<file path="src/rtl/irq_pkg.sv">
// Shared definitions for the interrupt sequencer: FSM encoding, default port map, source limits.
// Round-robin arbitration is selected by defining IRQ_ROUND_ROBIN_EN (see irq_prio_select).
package irq_pkg;

  localparam int MAX_SRC = 8;
  localparam int IDX_W   = 3;

  localparam logic [15:0] DEF_MASK_PORT = 16'h0010;
  localparam logic [15:0] DEF_VEC_PORT  = 16'h0011;
  localparam logic [15:0] DEF_EOI_PORT  = 16'h0012;
  localparam logic [15:0] DEF_PEND_PORT = 16'h0013;

  typedef enum logic [1:0] {
    IDLE    = 2'd0,
    REQ     = 2'd1,
    SERVICE = 2'd2
  } state_t;

endpackage

</file>
<file path="src/rtl/irq_prio_select.sv">
// Combinational request picker: fixed priority (bit 0 highest) by default,
// round-robin after the last grant when IRQ_ROUND_ROBIN_EN is defined.
module irq_prio_select
  import irq_pkg::*;
#(
  parameter int NUM_SRC = 4
) (
  input  logic [NUM_SRC-1:0] i_req,
`ifdef IRQ_ROUND_ROBIN_EN
  input  logic [IDX_W-1:0]   i_last,
`endif
  output logic               o_valid,
  output logic [IDX_W-1:0]   o_idx
);

`ifdef IRQ_ROUND_ROBIN_EN
  int w_dist;
  int w_best;

  // Distance from the slot after i_last; the closest requester wins.
  always_comb begin
    o_valid = |i_req;
    o_idx   = '0;
    w_best  = NUM_SRC;
    w_dist  = 0;
    for (int i = 0; i < NUM_SRC; i++) begin
      w_dist = (i + NUM_SRC - int'(i_last) - 1) % NUM_SRC;
      if (i_req[i] && (w_dist < w_best)) begin
        w_best = w_dist;
        o_idx  = IDX_W'(i);
      end
    end
  end
`else
  always_comb begin
    o_valid = |i_req;
    o_idx   = '0;
    for (int i = NUM_SRC - 1; i >= 0; i--) begin
      if (i_req[i]) o_idx = IDX_W'(i);
    end
  end
`endif

endmodule

</file>
<file path="src/rtl/irq_sequencer.sv">
// Multi-source interrupt sequencer for the TramelBlaze INTERRUPT line with a port-mapped
// mask/vector/pending/EOI register set. IRQ_ROUND_ROBIN_EN selects round-robin arbitration.
module irq_sequencer
  import irq_pkg::*;
#(
  parameter int          NUM_SRC   = 4,
  parameter logic [15:0] MASK_PORT = DEF_MASK_PORT,
  parameter logic [15:0] VEC_PORT  = DEF_VEC_PORT,
  parameter logic [15:0] EOI_PORT  = DEF_EOI_PORT,
  parameter logic [15:0] PEND_PORT = DEF_PEND_PORT
) (
  input  logic               clk,
  input  logic               reset,
  input  logic [NUM_SRC-1:0] src_pulse,
  input  logic [15:0]        port_id,
  input  logic [15:0]        out_port,
  input  logic               write_strobe,
  input  logic               read_strobe,
  input  logic               interrupt_ack,
  output logic               interrupt,
  output logic [15:0]        in_port,
  output logic               busy,
  output state_t             dbg_state
);

  state_t               r_state;
  state_t               w_next_state;
  logic [NUM_SRC-1:0]   r_pending;
  logic [NUM_SRC-1:0]   r_overflow;
  logic [NUM_SRC-1:0]   r_mask;
  logic [IDX_W-1:0]     r_cur_id;
  logic                 w_grant;
  logic                 w_ack;
  logic                 w_eoi;
  logic                 w_mask_wr;
  logic                 w_pend_rd;
  logic                 w_valid;
  logic [IDX_W-1:0]     w_sel_idx;
  logic [NUM_SRC-1:0]   w_clr_vec;
  logic [NUM_SRC-1:0]   w_ovf_set;
  logic                 w_unused;

  assign w_eoi     = write_strobe && (port_id == EOI_PORT);
  assign w_mask_wr = write_strobe && (port_id == MASK_PORT);
  assign w_pend_rd = read_strobe && (port_id == PEND_PORT);
  assign w_unused  = ^out_port[15:NUM_SRC];

`ifdef IRQ_ROUND_ROBIN_EN
  logic [IDX_W-1:0] r_last;

  always_ff @(posedge clk or negedge reset) begin
    if (!reset)       r_last <= IDX_W'(NUM_SRC - 1);
    else if (w_grant) r_last <= w_sel_idx;
  end

  irq_prio_select #(.NUM_SRC(NUM_SRC)) u_sel (
    .i_req   (r_pending & r_mask),
    .i_last  (r_last),
    .o_valid (w_valid),
    .o_idx   (w_sel_idx)
  );
`else
  irq_prio_select #(.NUM_SRC(NUM_SRC)) u_sel (
    .i_req   (r_pending & r_mask),
    .o_valid (w_valid),
    .o_idx   (w_sel_idx)
  );
`endif

  always_ff @(posedge clk or negedge reset) begin
    if (!reset) r_state <= IDLE;
    else        r_state <= w_next_state;
  end

  // Mask is only consulted in IDLE, so masking a source mid-REQ never withdraws it.
  always_comb begin
    w_next_state = r_state;
    w_grant      = 1'b0;
    w_ack        = 1'b0;
    case (r_state)
      IDLE: if (w_valid) begin
        w_next_state = REQ;
        w_grant      = 1'b1;
      end
      REQ: if (interrupt_ack) begin
        w_next_state = SERVICE;
        w_ack        = 1'b1;
      end
      SERVICE: if (w_eoi) w_next_state = IDLE;
      default: w_next_state = IDLE;
    endcase
  end

  // A new pulse on a bit being cleared by the ack re-arms it without counting as overflow.
  always_comb begin
    for (int i = 0; i < NUM_SRC; i++) begin
      w_clr_vec[i] = w_ack && (r_cur_id == IDX_W'(i));
    end
    w_ovf_set = src_pulse & r_pending & ~w_clr_vec;
  end

  always_ff @(posedge clk or negedge reset) begin
    if (!reset) begin
      r_pending  <= '0;
      r_overflow <= '0;
      r_mask     <= '1;
      r_cur_id   <= '0;
    end else begin
      r_pending  <= (r_pending & ~w_clr_vec) | src_pulse;
      r_overflow <= (w_pend_rd ? '0 : r_overflow) | w_ovf_set;
      if (w_mask_wr) r_mask   <= out_port[NUM_SRC-1:0];
      if (w_grant)   r_cur_id <= w_sel_idx;
    end
  end

  assign interrupt = (r_state == REQ);
  assign busy      = (r_state != IDLE);
  assign dbg_state = r_state;

  always_comb begin
    in_port = '0;
    if (port_id == VEC_PORT) begin
      in_port = {busy, 11'b0, 1'b0, r_cur_id};
    end else if (port_id == MASK_PORT) begin
      in_port[NUM_SRC-1:0] = r_mask;
    end else if (port_id == PEND_PORT) begin
      in_port[8 +: NUM_SRC] = r_overflow;
      in_port[0 +: NUM_SRC] = r_pending;
    end
  end

endmodule

</file>
<file path="config.mk">
export PLATFORM = sky130hd
export DESIGN_NAME = irq_sequencer
export DESIGN_NICKNAME = d
export VERILOG_FILES = /design/src/rtl/irq_pkg.sv /design/src/rtl/irq_prio_select.sv /design/src/rtl/irq_sequencer.sv
export SDC_FILE = /design/constraint.sdc
export NUM_CORES = 1
export LEC_CHECK = 0
export CORE_ASPECT_RATIO = 1.4
export CORE_MARGIN = 5
export CORE_UTILIZATION = 30
export DETAILED_ROUTE_END_ITERATION = 8
export PLACE_DENSITY_LB_ADDON = 0.1
export SLEW_MARGIN = 30
export SYNTH_ARGS = -nofsm -noshare
export SYNTH_HDL_FRONTEND = slang
export SYNTH_HIERARCHICAL = 1
export SYNTH_SLANG_ARGS = --single-unit
</file>
<file path="constraint.sdc">
create_clock -name clk -period 3.1 [get_ports clk]
set_input_delay 0.465 -clock clk [delete_from_list [all_inputs] [get_ports clk]]
set_output_delay 0.465 -clock clk [all_outputs]
set_load 0.02 [all_outputs]
</file>
Word-level counts from Yosys, hierarchy flattened:

Cells that the tools add are included.

* flip-flop bits (word level): 17
* output and inout port bits: 20
* logic and storage cells: 56

* eq/ne operators: 12
* mux-type cells: 20
* bitwise operators: 7
* reductions and logical operators: 12

Operators with widths (count)
* equality test 16 x 5 -> 1 bit, second input constant: 4
* two-way mux 4 bit: 8
* bitwise AND 4 bit: 4
* two-way mux 2 bit: 7
* OR 4 bit: 2
* logical AND 1 bit: 7
* equality test 3 x 2 -> 1 bit, second input constant: 2
* case mux 2 bit (3 select lines): 1
* two-way mux 1 bit: 4
* inequality test 2 bit, second input constant: 2
* NOT 4 bit: 1
* OR reduction 4 bit: 1
* equality test 3 x 1 -> 1 bit, second input constant: 1
* zero test 3 bit: 1
* AND reduction 3 bit: 1
* equality test 2 x 1 -> 1 bit, second input constant: 1
* equality test 2 bit, second input constant: 1
* zero test 2 bit: 1
* inequality test 2 x 1 -> 1 bit, second input constant: 1
* nonzero test 2 bit: 1

Logic depth before layout (Yosys ltp):

Gate-level depths: netlist of the first run.

* depth after elaboration: 6
* mapped depth: 6
* mapped depth without buffers: 5

Modules after synthesis:

The synthesis of the first run kept the hierarchy.

Modules (own cells, without submodules)
* irq_sequencer: instances 1, cells each 98, area each 989.7 sq um, seq. area each 430.4 sq um
* irq_prio_select: instances 1, cells each 9, area each 46.3 sq um, seq. area each 0.0 sq um

Least setup slack after synthesis of the first run:

OpenSTA, ideal clock, no wires.

* path type: in2out
* start point: in port_id[6]
* end point: out in_port[15]
* arrival time: 2.365 ns
* setup slack: 0.270 ns
* stages on the path: 4
* path buffers: 1
* cell sequence: or4_1 > or4_1 > buf_2 > nor4_1

* longest elaborated chain between the ends: 2

RTL lines
* start: declaration: line irq_sequencer.sv:15 `input logic [15:0] port_id,`
* equality test 16 x 5 -> 1 bit: line irq_sequencer.sv:122 `if (port_id == VEC_PORT) begin`
* two-way mux 4 bit: line irq_sequencer.sv:122
* end: declaration: line irq_sequencer.sv:21 `output logic [15:0] in_port,`

No other way between the ends.

Worst setup path after layout of the first run:

* start point: in port_id[13]
* end point: out in_port[15]

The elaborated chain is that of the path after synthesis.

==> results.sh, run 1 <==
export IMPL_first_iter_violations=16
export IMPL_instances_no_fill=195
export IMPL_grt_pass1_vias=969
export IMPL_fmax_mhz=341
export IMPL_final_hold_viol_count=0
export IMPL_synth_top_family_by_area="simple AND/OR/NAND/NOR gates"
export IMPL_final_antenna_net_count=0
export IMPL_die_x_um=59.7
export IMPL_gp_congestion=0.754
export IMPL_grt_usage_pct=12.4
export IMPL_dr_pass1_iters=4
export IMPL_ctsHoldBuffers=0
export IMPL_final_common_cell="clkdlybuf4s50_1"
export IMPL_avgSynthCellArea_um2=9.68
export IMPL_synth_compound_area_share_pct=10.9
export IMPL_p_comb_share_pct=15.4
export IMPL_synth_xor_xnor_area_share_pct=0
export IMPL_cts_buffers=3
export IMPL_syn_area_mm2=0.00104
export IMPL_vias_per_cell=4.75
export IMPL_r2r_end="r_overflow[2]"
export IMPL_outcome="finished, final reports clean"
export IMPL_yosys_area_share_simple_pct=26.1
export IMPL_drc_errors=0
export IMPL_synth_fa_ha_area_share_pct=0
export IMPL_core_area_mm2=0.00335
export IMPL_syn_instance_count=107
export IMPL_min_to="r_overflow[0]"
export IMPL_nets=197
export IMPL_diodes=0
export IMPL_synth_ff_type="dfrtp_1"
export IMPL_rsz0062_at_grt="no"
export IMPL_synth_edf_count=0
export IMPL_setup_viol=0
export IMPL_p_per_area_mw_per_mm2=302
export IMPL_dpl_cell_area_mm2=0.00151
export IMPL_yosysSeqAreaShare_pct=41.5
export IMPL_hold_path_class="register to register"
export IMPL_peakVddDrop_v=0.000259
export IMPL_tritoncts="yes"
export IMPL_area_growth_pct=47.8
export IMPL_p_total_uw=462
export IMPL_dp_hpwl_um=2280
export IMPL_tns_ns=0
export IMPL_drive_gt1_share_pct=21.9
export IMPL_cts_root_buf="clkbuf_8"
export IMPL_finalMaxSlewViolations=0
export IMPL_reg2reg_depth=3
export IMPL_final_cell_area_mm2=0.00153
export IMPL_dp_slack_ns=-0.271
export IMPL_place_inst=191
export IMPL_end_kind="output port"
export IMPL_intPower_uw=354
export IMPL_utilization_pct=45.8
export IMPL_power_frac_seq_pct=48.4
export IMPL_pwr_share_clk_pct=36.2
export IMPL_switching_share_pct=23.5
export IMPL_vias=926
export IMPL_worst_slack_ns=0.165
export IMPL_die_area_mm2=0.00475
export IMPL_io_pins=61
export IMPL_critPathMaxFanout=2
export IMPL_reg2reg_from="dbg_state[1]"
export IMPL_wl_per_cell_um=14.3
export IMPL_fp_row_count=25
export IMPL_mostFrequentLayoutCells="32 x clkdlybuf4s50_1, 13 x dfrtp_1, 12 x nor2_1, 9 x and2_1, 9 x buf_4"
export IMPL_grt_ovfl_total=0
export IMPL_power_switching_uw=108
export IMPL_hold_depth=1
export IMPL_initial_core_util_pct=31.0
export IMPL_r2r_slack_ns=1.38
export IMPL_cts_setup_buffers=0
export IMPL_htreeDepth=1
export IMPL_cp_required_ns=2.63
export IMPL_tightest_slew_ns=0.772
export IMPL_maxCapViolCount=0
export IMPL_io_buffer_count=41
export IMPL_cts_path_max_buffers=2
export IMPL_insertion_delay_ns=0.26
export IMPL_holdWs_ns=0.490
export IMPL_synth_seq_cells=17
export IMPL_slew_headroom_pct=48.4
export IMPL_grt_pass1_wl_um=4520
export IMPL_wirelength_um=2780
export IMPL_cts_sinks=17
export IMPL_cp_arrival_ns=2.47
export IMPL_async_flop_share_pct=100
export IMPL_synth_distinct_cells=33
export IMPL_antenna_found_initial=0
export IMPL_path_clk_slew_ns=0.07
export IMPL_die_y_um=79.5
export IMPL_worstHoldStart="r_overflow[0]"
export IMPL_period_needed_ns=2.93
export IMPL_muxShareOfSynthArea_pct=11.5
export IMPL_timing_critical_path_from_type="input port"
export IMPL_critPathKind="input port to output port"
export IMPL_period_share_pct=94.7
export IMPL_grt_max_degree=18
export IMPL_worst_clock_skew_ns=0.00280
export IMPL_synth_warnings=6
export IMPL_leakagePower_nw=0.651
-- per-layer routing --
layer	global-route usage (%)	vias to the layer above	share of wire, %
li1	-	452	-
met1	14.2	431	40
met2	20.7	38	49
met3	3.07	5	9.0
met4	5.99	0	2.0
met5	0	-	0
-- power by group through the flow --
stage	registers [mW]	clock network [mW]	logic, mW
CTS	0.224	0.173	0.0715
global route	0.224	0.180	0.0766
finish	0.224	0.167	0.0710
detailed placement	0.228	0	0.0709
floorplan	0.228	0	0.0293
global placement	0.228	0	0.0698
-- layout make-up --
cell class / count / area (um^2)
clock buffer: 3 / 41.3
clock inverter: 1 / 5.00
fill: 350 / 1820
inverter: 5 / 18.8
multi-input combinational: 79 / 538
sequential: 17 / 430
tap: 40 / 50.0
timing repair buffer: 50 / 448
-- flip-flops by register name (all words and copies together), names as in the netlist --
| name | count |
|---|---|
| r_cur_id | 3 |
| dbg_state | 2 |
| r_mask | 4 |
| r_pending | 4 |
| r_overflow | 4 |
-- worst max path at each step --
stage	from	endpoint	slack, ns	cells past startpoint
after CTS	port_id[6]	in_port[3]	0.005	6
after floorplan	port_id[6]	in_port[15]	0.27	4
after detailed placement	port_id[6]	in_port[15]	-0.27	5
after global placement	port_id[6]	in_port[3]	-0.29	6
after global routing	port_id[13]	in_port[15]	0.04	5
final	port_id[13]	in_port[15]	0.17	5
-- Yosys cell counts, drive strengths merged, types with 3 or more instances --
cell type  number  share of area [%]
a21o            3                2.2
a21oi           5                2.8
a32o            3                2.9
and2           10                6.0
buf            10                6.8
dfrtp          13                 31
dfstp           4                 10
inv             5                1.8
mux2            7                7.6
mux2i           4                3.9
nand2           5                1.8
nor2           12                4.3
nor4            3                1.8
or4             3                2.5
-- worst max-delay path, cell delays in order --
cell	delay [ns]
clkdlybuf4s50_1	0.40
or4_4	0.54
or4_1	0.57
nor4_1	0.28
clkbuf_2	0.22
-- kinds of logic (layout without fill, tap and decap cells) --
group                  count (synthesis)  count (layout)
multiplexers                          11              11
AND/OR/NAND/NOR                       45              45
AO/OA/AOI/OAI                         15              15
buffers and inverters                 17              59
other                                  2               8
flip-flops                            17              17
-- repair_timing --
| item | 4_1_cts | 5_1_grt |
|---|---|---|
| endpoints found under the setup margin | 9 | 5 |
| pin swaps | 0 | 0 |
| resized for setup | 10 | 11 |
No activity file was read; power rests on OpenSTA's default activity.
==> run 2, diff against run 1 <==
- SLEW_MARGIN: 30 -> 15
==> results of run 2 <==
Final layout, timing and power as in run 1 (identical DEF).
